`src/rtl/ft_recovery_sequencer.sv`:
```
// ---------------------------------------------------------------------------
// ft_recovery_sequencer
//
// Rollback restore engine for the fault-tolerance controller. On a rising
// edge of recover_i it reads architectural registers x1..x(NUM_REGS-1) and
// then the saved PC from the safe memory. Each register word is written into
// the cores' register-file restore port, and the PC goes to the PC load port.
// Completion is reported with a one-cycle done_o. A read error or a
// handshake that stalls too long ends the sequence in a sticky failure.
//
// Ports
//   clk_i          clock
//   rst_ni         synchronous active-low reset
//   recover_i      recover request level; a sequence starts on its rising edge
//   data_req_o     safe-memory read request, held until data_gnt_i
//   data_gnt_i     request accepted
//   data_rvalid_i  read data valid
//   data_addr_o    read byte address (BASE_ADDR + 4*slot, wraps modulo 2^32)
//   data_rdata_i   read data
//   data_err_i     read error, qualified by data_rvalid_i
//   rf_we_o        register restore write strobe (1-cycle pulse)
//   rf_addr_o      restore register index, 0 when rf_we_o is 0
//   rf_wdata_o     restore data, 0 when rf_we_o is 0
//   pc_we_o        PC load strobe (1-cycle pulse)
//   pc_o           restored PC, 0 when pc_we_o is 0
//   busy_o         sequence in progress (every state except IDLE and FAIL)
//   done_o         recovery-done pulse (1 cycle)
//   fail_o         sticky failure flag, cleared by the next start
// ---------------------------------------------------------------------------
module ft_recovery_sequencer #(
    parameter int unsigned ADDR_WIDTH = 5,
    parameter int unsigned DATA_WIDTH = 32,
    parameter int unsigned NUM_REGS   = 32,
    parameter logic [31:0] BASE_ADDR  = 32'h0000_0000,
    parameter int unsigned TIMEOUT    = 16
) (
    input  logic                  clk_i,
    input  logic                  rst_ni,
    input  logic                  recover_i,
    output logic                  data_req_o,
    input  logic                  data_gnt_i,
    input  logic                  data_rvalid_i,
    output logic [31:0]           data_addr_o,
    input  logic [31:0]           data_rdata_i,
    input  logic                  data_err_i,
    output logic                  rf_we_o,
    output logic [ADDR_WIDTH-1:0] rf_addr_o,
    output logic [DATA_WIDTH-1:0] rf_wdata_o,
    output logic                  pc_we_o,
    output logic [DATA_WIDTH-1:0] pc_o,
    output logic                  busy_o,
    output logic                  done_o,
    output logic                  fail_o
);

    // Register index counts 1..NUM_REGS-1; timer counts 0..TIMEOUT-1.
    localparam int unsigned IDX_W = (NUM_REGS > 2) ? $clog2(NUM_REGS) : 1;
    localparam int unsigned TMR_W = (TIMEOUT > 2) ? $clog2(TIMEOUT) : 1;

    localparam logic [IDX_W-1:0] LAST_IDX = IDX_W'(NUM_REGS - 1);
    localparam logic [TMR_W-1:0] TMR_LAST = TMR_W'(TIMEOUT - 1);
    // The saved PC lives in the slot right after the last register slot.
    localparam logic [31:0]      PC_ADDR  = BASE_ADDR + 32'(NUM_REGS) * 32'd4;

    typedef enum logic [2:0] {
        S_IDLE,
        S_REQ,
        S_WAIT,
        S_WRITE,
        S_DONE,
        S_FAIL
    } state_t;

    state_t           r_state;
    logic [IDX_W-1:0] r_idx;
    logic [TMR_W-1:0] r_timer;
    logic             r_pc_phase;
    logic             r_recover_q;

    logic             w_start;
    logic             w_timeout;
    logic             w_last_reg;
    logic [IDX_W-1:0] w_next_idx;

    // Byte address of a register slot; plain 32-bit arithmetic, wraps silently.
    function automatic logic [31:0] slot_addr(input logic [IDX_W-1:0] idx);
        return BASE_ADDR + (32'(idx) << 2);
    endfunction

    assign w_start    = recover_i & ~r_recover_q;
    assign w_timeout  = (r_timer == TMR_LAST);
    assign w_last_reg = (r_idx == LAST_IDX);
    assign w_next_idx = r_idx + IDX_W'(1);

    // All outputs are registers computed together with the next state, so
    // each output value belongs to the state the FSM is entering.
    always_ff @(posedge clk_i) begin
        // NOTE: rst_ni is sampled only at the clock edge here; a reset pulse
        // that never overlaps a rising edge of clk_i has no effect.
        if (!rst_ni) begin
            r_state     <= S_IDLE;
            r_idx       <= IDX_W'(1);
            r_timer     <= '0;
            r_pc_phase  <= 1'b0;
            r_recover_q <= 1'b0;
            data_req_o  <= 1'b0;
            data_addr_o <= '0;
            rf_we_o     <= 1'b0;
            rf_addr_o   <= '0;
            rf_wdata_o  <= '0;
            pc_we_o     <= 1'b0;
            pc_o        <= '0;
            busy_o      <= 1'b0;
            done_o      <= 1'b0;
            fail_o      <= 1'b0;
        end else begin
            // NOTE: non-blocking assignments throughout; the defaults below
            // are overridden by later assignments in the same cycle, and
            // every read sees the pre-edge value of each register.
            r_recover_q <= recover_i;

            // Strobes and their qualified buses fall back to zero each cycle.
            rf_we_o    <= 1'b0;
            rf_addr_o  <= '0;
            rf_wdata_o <= '0;
            pc_we_o    <= 1'b0;
            pc_o       <= '0;
            done_o     <= 1'b0;

            case (r_state)
                S_IDLE: begin
                    if (w_start) begin
                        r_state     <= S_REQ;
                        r_idx       <= IDX_W'(1);
                        r_pc_phase  <= 1'b0;
                        r_timer     <= '0;
                        fail_o      <= 1'b0;
                        busy_o      <= 1'b1;
                        data_req_o  <= 1'b1;
                        data_addr_o <= slot_addr(IDX_W'(1));
                    end
                end

                // Address stays untouched while waiting for the grant; a
                // stray rvalid here is not looked at.
                S_REQ: begin
                    if (data_gnt_i) begin
                        r_state     <= S_WAIT;
                        r_timer     <= '0;
                        data_req_o  <= 1'b0;
                        data_addr_o <= '0;
                    end else if (w_timeout) begin
                        r_state     <= S_FAIL;
                        fail_o      <= 1'b1;
                        busy_o      <= 1'b0;
                        data_req_o  <= 1'b0;
                        data_addr_o <= '0;
                    end else begin
                        r_timer <= r_timer + TMR_W'(1);
                    end
                end

                // The read word is captured straight into the strobe-qualified
                // output register used in the following WRITE cycle.
                S_WAIT: begin
                    if (data_rvalid_i && data_err_i) begin
                        r_state <= S_FAIL;
                        fail_o  <= 1'b1;
                        busy_o  <= 1'b0;
                    end else if (data_rvalid_i) begin
                        r_state <= S_WRITE;
                        if (r_pc_phase) begin
                            pc_we_o <= 1'b1;
                            pc_o    <= DATA_WIDTH'(data_rdata_i);
                        end else begin
                            rf_we_o    <= 1'b1;
                            rf_addr_o  <= ADDR_WIDTH'(r_idx);
                            rf_wdata_o <= DATA_WIDTH'(data_rdata_i);
                        end
                    end else if (w_timeout) begin
                        r_state <= S_FAIL;
                        fail_o  <= 1'b1;
                        busy_o  <= 1'b0;
                    end else begin
                        r_timer <= r_timer + TMR_W'(1);
                    end
                end

                S_WRITE: begin
                    if (r_pc_phase) begin
                        r_state <= S_DONE;
                        done_o  <= 1'b1;
                    end else begin
                        r_state    <= S_REQ;
                        r_timer    <= '0;
                        data_req_o <= 1'b1;
                        if (w_last_reg) begin
                            r_pc_phase  <= 1'b1;
                            data_addr_o <= PC_ADDR;
                        end else begin
                            r_idx       <= w_next_idx;
                            data_addr_o <= slot_addr(w_next_idx);
                        end
                    end
                end

                S_DONE: begin
                    r_state <= S_IDLE;
                    busy_o  <= 1'b0;
                end

                // fail_o is left set; only the next start clears it.
                S_FAIL: begin
                    if (!recover_i) begin
                        r_state <= S_IDLE;
                    end
                end

                default: begin
                    r_state    <= S_IDLE;
                    busy_o     <= 1'b0;
                    data_req_o <= 1'b0;
                end
            endcase
        end
    end

endmodule
```
`config.mk`:
```
export PLATFORM = sky130hd
export DESIGN_NAME = ft_recovery_sequencer
export DESIGN_NICKNAME = d
export VERILOG_FILES = /design/src/rtl/ft_recovery_sequencer.sv
export SDC_FILE = /design/constraint.sdc
export NUM_CORES = 1
export LEC_CHECK = 0
export CAP_MARGIN = 25
export CORE_AREA = 2 2 94 96
export DETAILED_ROUTE_END_ITERATION = 7
export DIE_AREA = 0 0 96 98
export GPL_TIMING_DRIVEN = 0
export MAX_ROUTING_LAYER = met4
export PLACE_DENSITY_LB_ADDON = 0.2
export RECOVER_POWER = 25
export SLEW_MARGIN = 20
export SYNTH_ARGS = -nofsm -noshare
export SYNTH_HDL_FRONTEND = slang
export SYNTH_SLANG_ARGS = --single-unit
```
`constraint.sdc`:
```
create_clock -name clk_i -period 2.1 [get_ports clk_i]
set_clock_uncertainty 0.1 [all_clocks]
set_input_delay 0.63 -clock clk_i [delete_from_list [all_inputs] [get_ports clk_i]]
set_output_delay 0.63 -clock clk_i [all_outputs]
set_load 0.02 [all_outputs]
```
# Word level (Yosys, flattened, before mapping)

Index checks and enable logic that the tools add are counted.

Register bits: 121
Bits of input ports: 38
Output and inout port bits: 107
Word-level logic and storage cells: 107

Add/sub/neg operators: 2
Eq/ne operators: 16
Mux-type cells: 46
Bitwise operators: 8
Reduce and logical (&&, ||, !) cells: 20

Operator list:

| kind                                                | count |
|---|---|
| 2-to-1 mux 32 bit                                   | 4 |
| case mux 32 bit (3 select lines)                    | 1 |
| 2-to-1 mux 4 bit                                    | 6 |
| 2-to-1 mux 3 bit                                    | 7 |
| AND reduction 4 bit                                 | 5 |
| 2-to-1 mux 1 bit                                    | 17 |
| case mux 4 bit (4 select lines)                     | 1 |
| 2-to-1 mux 5 bit                                    | 3 |
| case mux 3 bit (5 select lines)                     | 1 |
| != test 2 bit, second input constant                | 7 |
| case mux 5 bit (2 select lines)                     | 1 |
| OR reduction 5 bit                                  | 2 |
| 2-to-1 mux 8 bit                                    | 1 |
| case mux 1 bit (4 select lines)                     | 2 |
| inverter 1 bit                                      | 7 |
| equality test 3 x 2 -> 1 bit, second input constant | 2 |
| equality test 3 bit, second input constant          | 2 |
| != test 3 bit, second input constant                | 2 |
| AND reduction 2 bit                                 | 3 |
| nonzero test 3 bit                                  | 2 |
| adder 5 x 1 -> 5 bit, second input constant         | 1 |
| equality test 5 bit, second input constant          | 1 |
| AND reduction 5 bit                                 | 1 |
| adder 4 x 1 -> 4 bit, second input constant         | 1 |
| other kinds (12)                                    | 12 |

# Logic depth before layout (Yosys ltp)

Depth after elaboration: 5
Depth in mapped cells: 7
Mapped depth without buffers: 7

# Least setup slack after synthesis

OpenSTA, ideal clock, no wires.

Path kind: register -> register
Start: register r_idx[0]
End: register r_idx[0]
Setup time: 0.120 ns
Data arrival time: 1.588 ns
Data required time: 1.880 ns
Setup slack: 0.292 ns
Cell stages (with the launch flop): 8
Buffers on the path: 0
Period minus slack after synthesis: 1.808 ns
Cells stage by stage: dfxtp_1 ha_1 and3_1 ha_1 nor4bb_1 o21bai_1 a21oi_1 nand2_1

Word-level cells in the longest chain between the ends: 4
Elaborated cells between the ends (all ways): 7
Classes of those cells: add/sub (1); eq/ne (2); mux (3); reduce/logical (1)

Ends and longest elaborated chain:

| what                            | RTL line | source |
|---|---|---|
| from (decl)                     | 75       | `logic [IDX_W-1:0] r_idx;` |
| from (signal assigned)          | 201      | `r_idx <= w_next_idx;` |
| adder 5 x 1 -> 5 bit            | 93       | `assign w_next_idx = r_idx + IDX_W'(1);` |
| 2-to-1 mux 5 bit                | 197      | `if (w_last_reg) begin` |
| 2-to-1 mux 5 bit                | 190      | `if (r_pc_phase) begin` |
| case mux 5 bit (2 select lines) | 130      | `case (r_state)` |

Several ways; a longest one is shown, not always the timed one. The select of a mux whose other input is x is not followed.
A chain may end at the register's enable or synchronous reset.

# Worst setup path in the final report

Start: register rf_wdata_o[1]
End: output rf_wdata_o[1]

RTL lines:

| what                   | RTL line | source |
|---|---|---|
| from (decl)            | 48       | `output logic [DATA_WIDTH-1:0] rf_wdata_o,` |
| from (signal assigned) | 178      | `rf_wdata_o <= DATA_WIDTH'(data_rdata_i);` |

No word-level cell between the ends.

==> metrics <==
status finished, final reports clean; Worst EP arrival 1.32 ns; Ports 145; most frequent cell after synthesis dfxtp_1; met2 wire len 3650 µm; largest net degree at the start of global routing 19; mux contribution to synthesized area 0.732%; cells after synthesis 337; CTS Buffer Depth 2; slowest library cell on the worst path clkdlybuf4s50_1; syn_area_per_cell 10.1 µm²; Max H-tree Level 3; compound-cell area share of the yosys netlist 10.4%; total CTS buffers 9; CTS tree done; crit path max fanout 1; crit path cell chain clkdlybuf4s50_1; Top FF cell, synth dfxtp_1; Finished Layout Cells 606; Startpoint Class register; maxcap violations 0; Post-synth EDFFs 0; post-synthesis cell area 0.00342 mm²; global-route wire length before repair 12100 µm; M1 WL 3270 µm; initial antenna violation count 0; Post-DRT Antenna Nets 0; VDD IR-drop max 0.342 mV; dpl hpwl 5760 µm; DR WL/cell 12.7 µm; largest family of logic cells by synthesized area simple AND/OR/NAND/NOR gates; Worst Path Required 1.37 ns; Synth area leaders dfxtp_1 (56%), and2_1 (13%), buf_4 (5.9%), a21oi_1 (2.5%), nand2_1 (2.3%); Placer Congestion 0.869; Final Critical Period 2.05 ns; area grow syn2layout 47.6%; Chip Width 96 µm; warnings from Yosys 0; Top Layer Used met4; sequential share of the synthesized area 55.6%; max-slew violations 0; Initial Utilization 40.4%; total grt overflow 0; I/O Buffers 117; Reg2Reg Capture Point r_idx[3]; Final #Nets 534; commonest cells in the netlist dfxtp_1 (95), and2_1 (72), buf_4 (27); filler cell count in the final layout 750; top cell type's share of synthesized area 55.6%; vias post-DR 2698; GRT Overall Usage 17.0%; DRT Wirelength 7670 µm; Cell Count Post-Placement 587; setup TNS 0 ns; R2R setup slack 0.08 ns; Achievable Freq 489 MHz; DR iter-0 viols 52; critical path endpoint category output port; die height 98 µm; worst skew pair latency 0.36 ns; DRT Pass-1 Iters 4; Final setup viols 0; P per Cell Area 673 mW/mm²; count of cell types in the netlist 46; num rows 34; post-route cell area 0.00505 mm²; clock sink count 95; core area 0.00847 mm²; fraction of the mapped netlist area in adder cells 1.10%; vias in the first global route 2449; hold path depth 2; Min-Delay Endpoint data_addr_o[5]; share of synthesized registers carrying an async set or reset 0%; LEAKAGE 2.06 nW; post-synthesis xor/xnor area fraction 0.512%; clock root buffer clkbuf_8; CTS clock-pin slew for the worst setup and hold paths 0.10 ns; final hold vios 0; Buffers & Inverters on Critical Path 1; Synth Area in Simple Gates 22.9%; Hold Startpoint data_addr_o[5]; fin crit share 97.4%; CP max stage delay 0.63 ns; routed vias/inst 4.45; cells on worst reg2reg path 7; drt drc 0; crit-path leading delay family buffers and inverters; Hold Crit Class register to register; Met3 Routed Length 603 µm; layout cells sized above 1 12.7%; diode count 0; dominant cell type by area after synthesis dfxtp_1; Setup Crit Path Kind register to output port; RR Startpoint r_idx[0]; die area 0.00941 mm²; Synth Register Bits 95; placed cell areas 0.00482 mm²
## state kept, by name, indices dropped and copies added (netlist names)
| name | flops |
|---|---|
| busy_o | 1 |
| r_state | 3 |
| r_recover_q | 1 |
| data_addr_o | 6 |
| pc_we_o | 1 |
| data_req_o | 1 |
| rf_addr_o | 5 |
| done_o | 1 |
| rf_wdata_o | 32 |
| r_pc_phase | 1 |
| fail_o | 1 |
| pc_o | 32 |
| r_idx | 5 |
| r_timer | 4 |
| rf_we_o | 1 |
## report_power, final
group / switching, mW / leakage (nW) / internal (mW) / total (mW)
Clock: 0.667 / 0.0892 / 0.452 / 1.12
Sequential: 0.0182 / 0.767 / 1.82 / 1.84
Combinational: 0.218 / 1.20 / 0.215 / 0.434
## metrics by stage
step                      setup WS (ns)  utilization [%]  total power, mW  hold slack, ns
after floorplan                   0.292                -             2.14           0.359
after global placement           -0.591             56.9             2.29           0.351
after detailed placement         -0.542             56.9             2.29           0.354
after CTS                       0.00127             59.4             3.41           0.371
after global routing            -0.0204             59.6             3.56           0.400
final                            0.0543             59.6             3.40           0.368
## placed cells by master, fill, tap and decap left out, types with 3 or more instances in the layout
master,Yosys,routed
nand3_1,9,9
a211oi_1,4,4
conb_1,1,26
clkbuf_8,0,9
clkbuf_1,6,12
and2_1,72,64
inv_1,5,5
nor2b_1,5,5
a21oi_1,17,17
clkdlybuf4s50_1,0,109
and2_0,0,8
nand2b_1,4,4
clkbuf_2,0,4
dfxtp_1,95,95
ha_1,3,3
buf_4,27,30
o21ai_0,8,8
nand2_1,21,21
nor3_1,3,3
and3_1,5,5
nor2_1,9,9
## how the worst max path moves through the flow
| stage | end | cells past startpoint | start | slack, ns |
|---|---|---|---|---|
| after floorplan | r_idx[0] | 7 | r_idx[0] | 0.29 |
| after global placement | pc_o[7] | 6 | data_rvalid_i | -0.59 |
| after detailed placement | pc_o[21] | 6 | data_rvalid_i | -0.54 |
| after CTS | rf_wdata_o[0] | 6 | data_rvalid_i | 0.001 |
| after global routing | data_addr_o[5] | 7 | r_idx[0] | -0.02 |
| final | rf_wdata_o[1] | 1 | rf_wdata_o[1] | 0.05 |
## cells by family after synthesis
group           count (synthesis)
compound gates                 51
mux                             2
buf+inv                        47
other cells                     1
xor+xnor                        2
fa+ha+maj                       3
flops                          95
simple gates                  136
## layer usage
metal  up-vias  GRT usage, %
li1       1378             -
met1      1200          20.6
met2       108          26.7
met3        12          4.86
met4         0          6.15
met5         -             -
## layout make-up
cell class | count | area [µm²] | area share, %
Sequential cell | 95 | 1900 | 37.7
Buffer | 42 | 280 | 5.55
Tap cell | 108 | 135 | 2.68
Multi-Input combinational cell | 220 | 1340 | 26.6
Timing Repair Buffer | 120 | 1180 | 23.4
Clock buffer | 9 | 124 | 2.45
Clock inverter | 7 | 66.3 | 1.31
Inverter | 5 | 18.8 | 0.372
## repair_timing
item / 4_1_cts / 5_1_grt
cloned: 0 / 0
resized for setup: 6 / 15
hold buffers: 0 / 0
pin swaps: 1 / 2
buffers inserted: 1 / 2
setup endpoints to repair: 47 / 62
(Power assumes the default switching activity.)
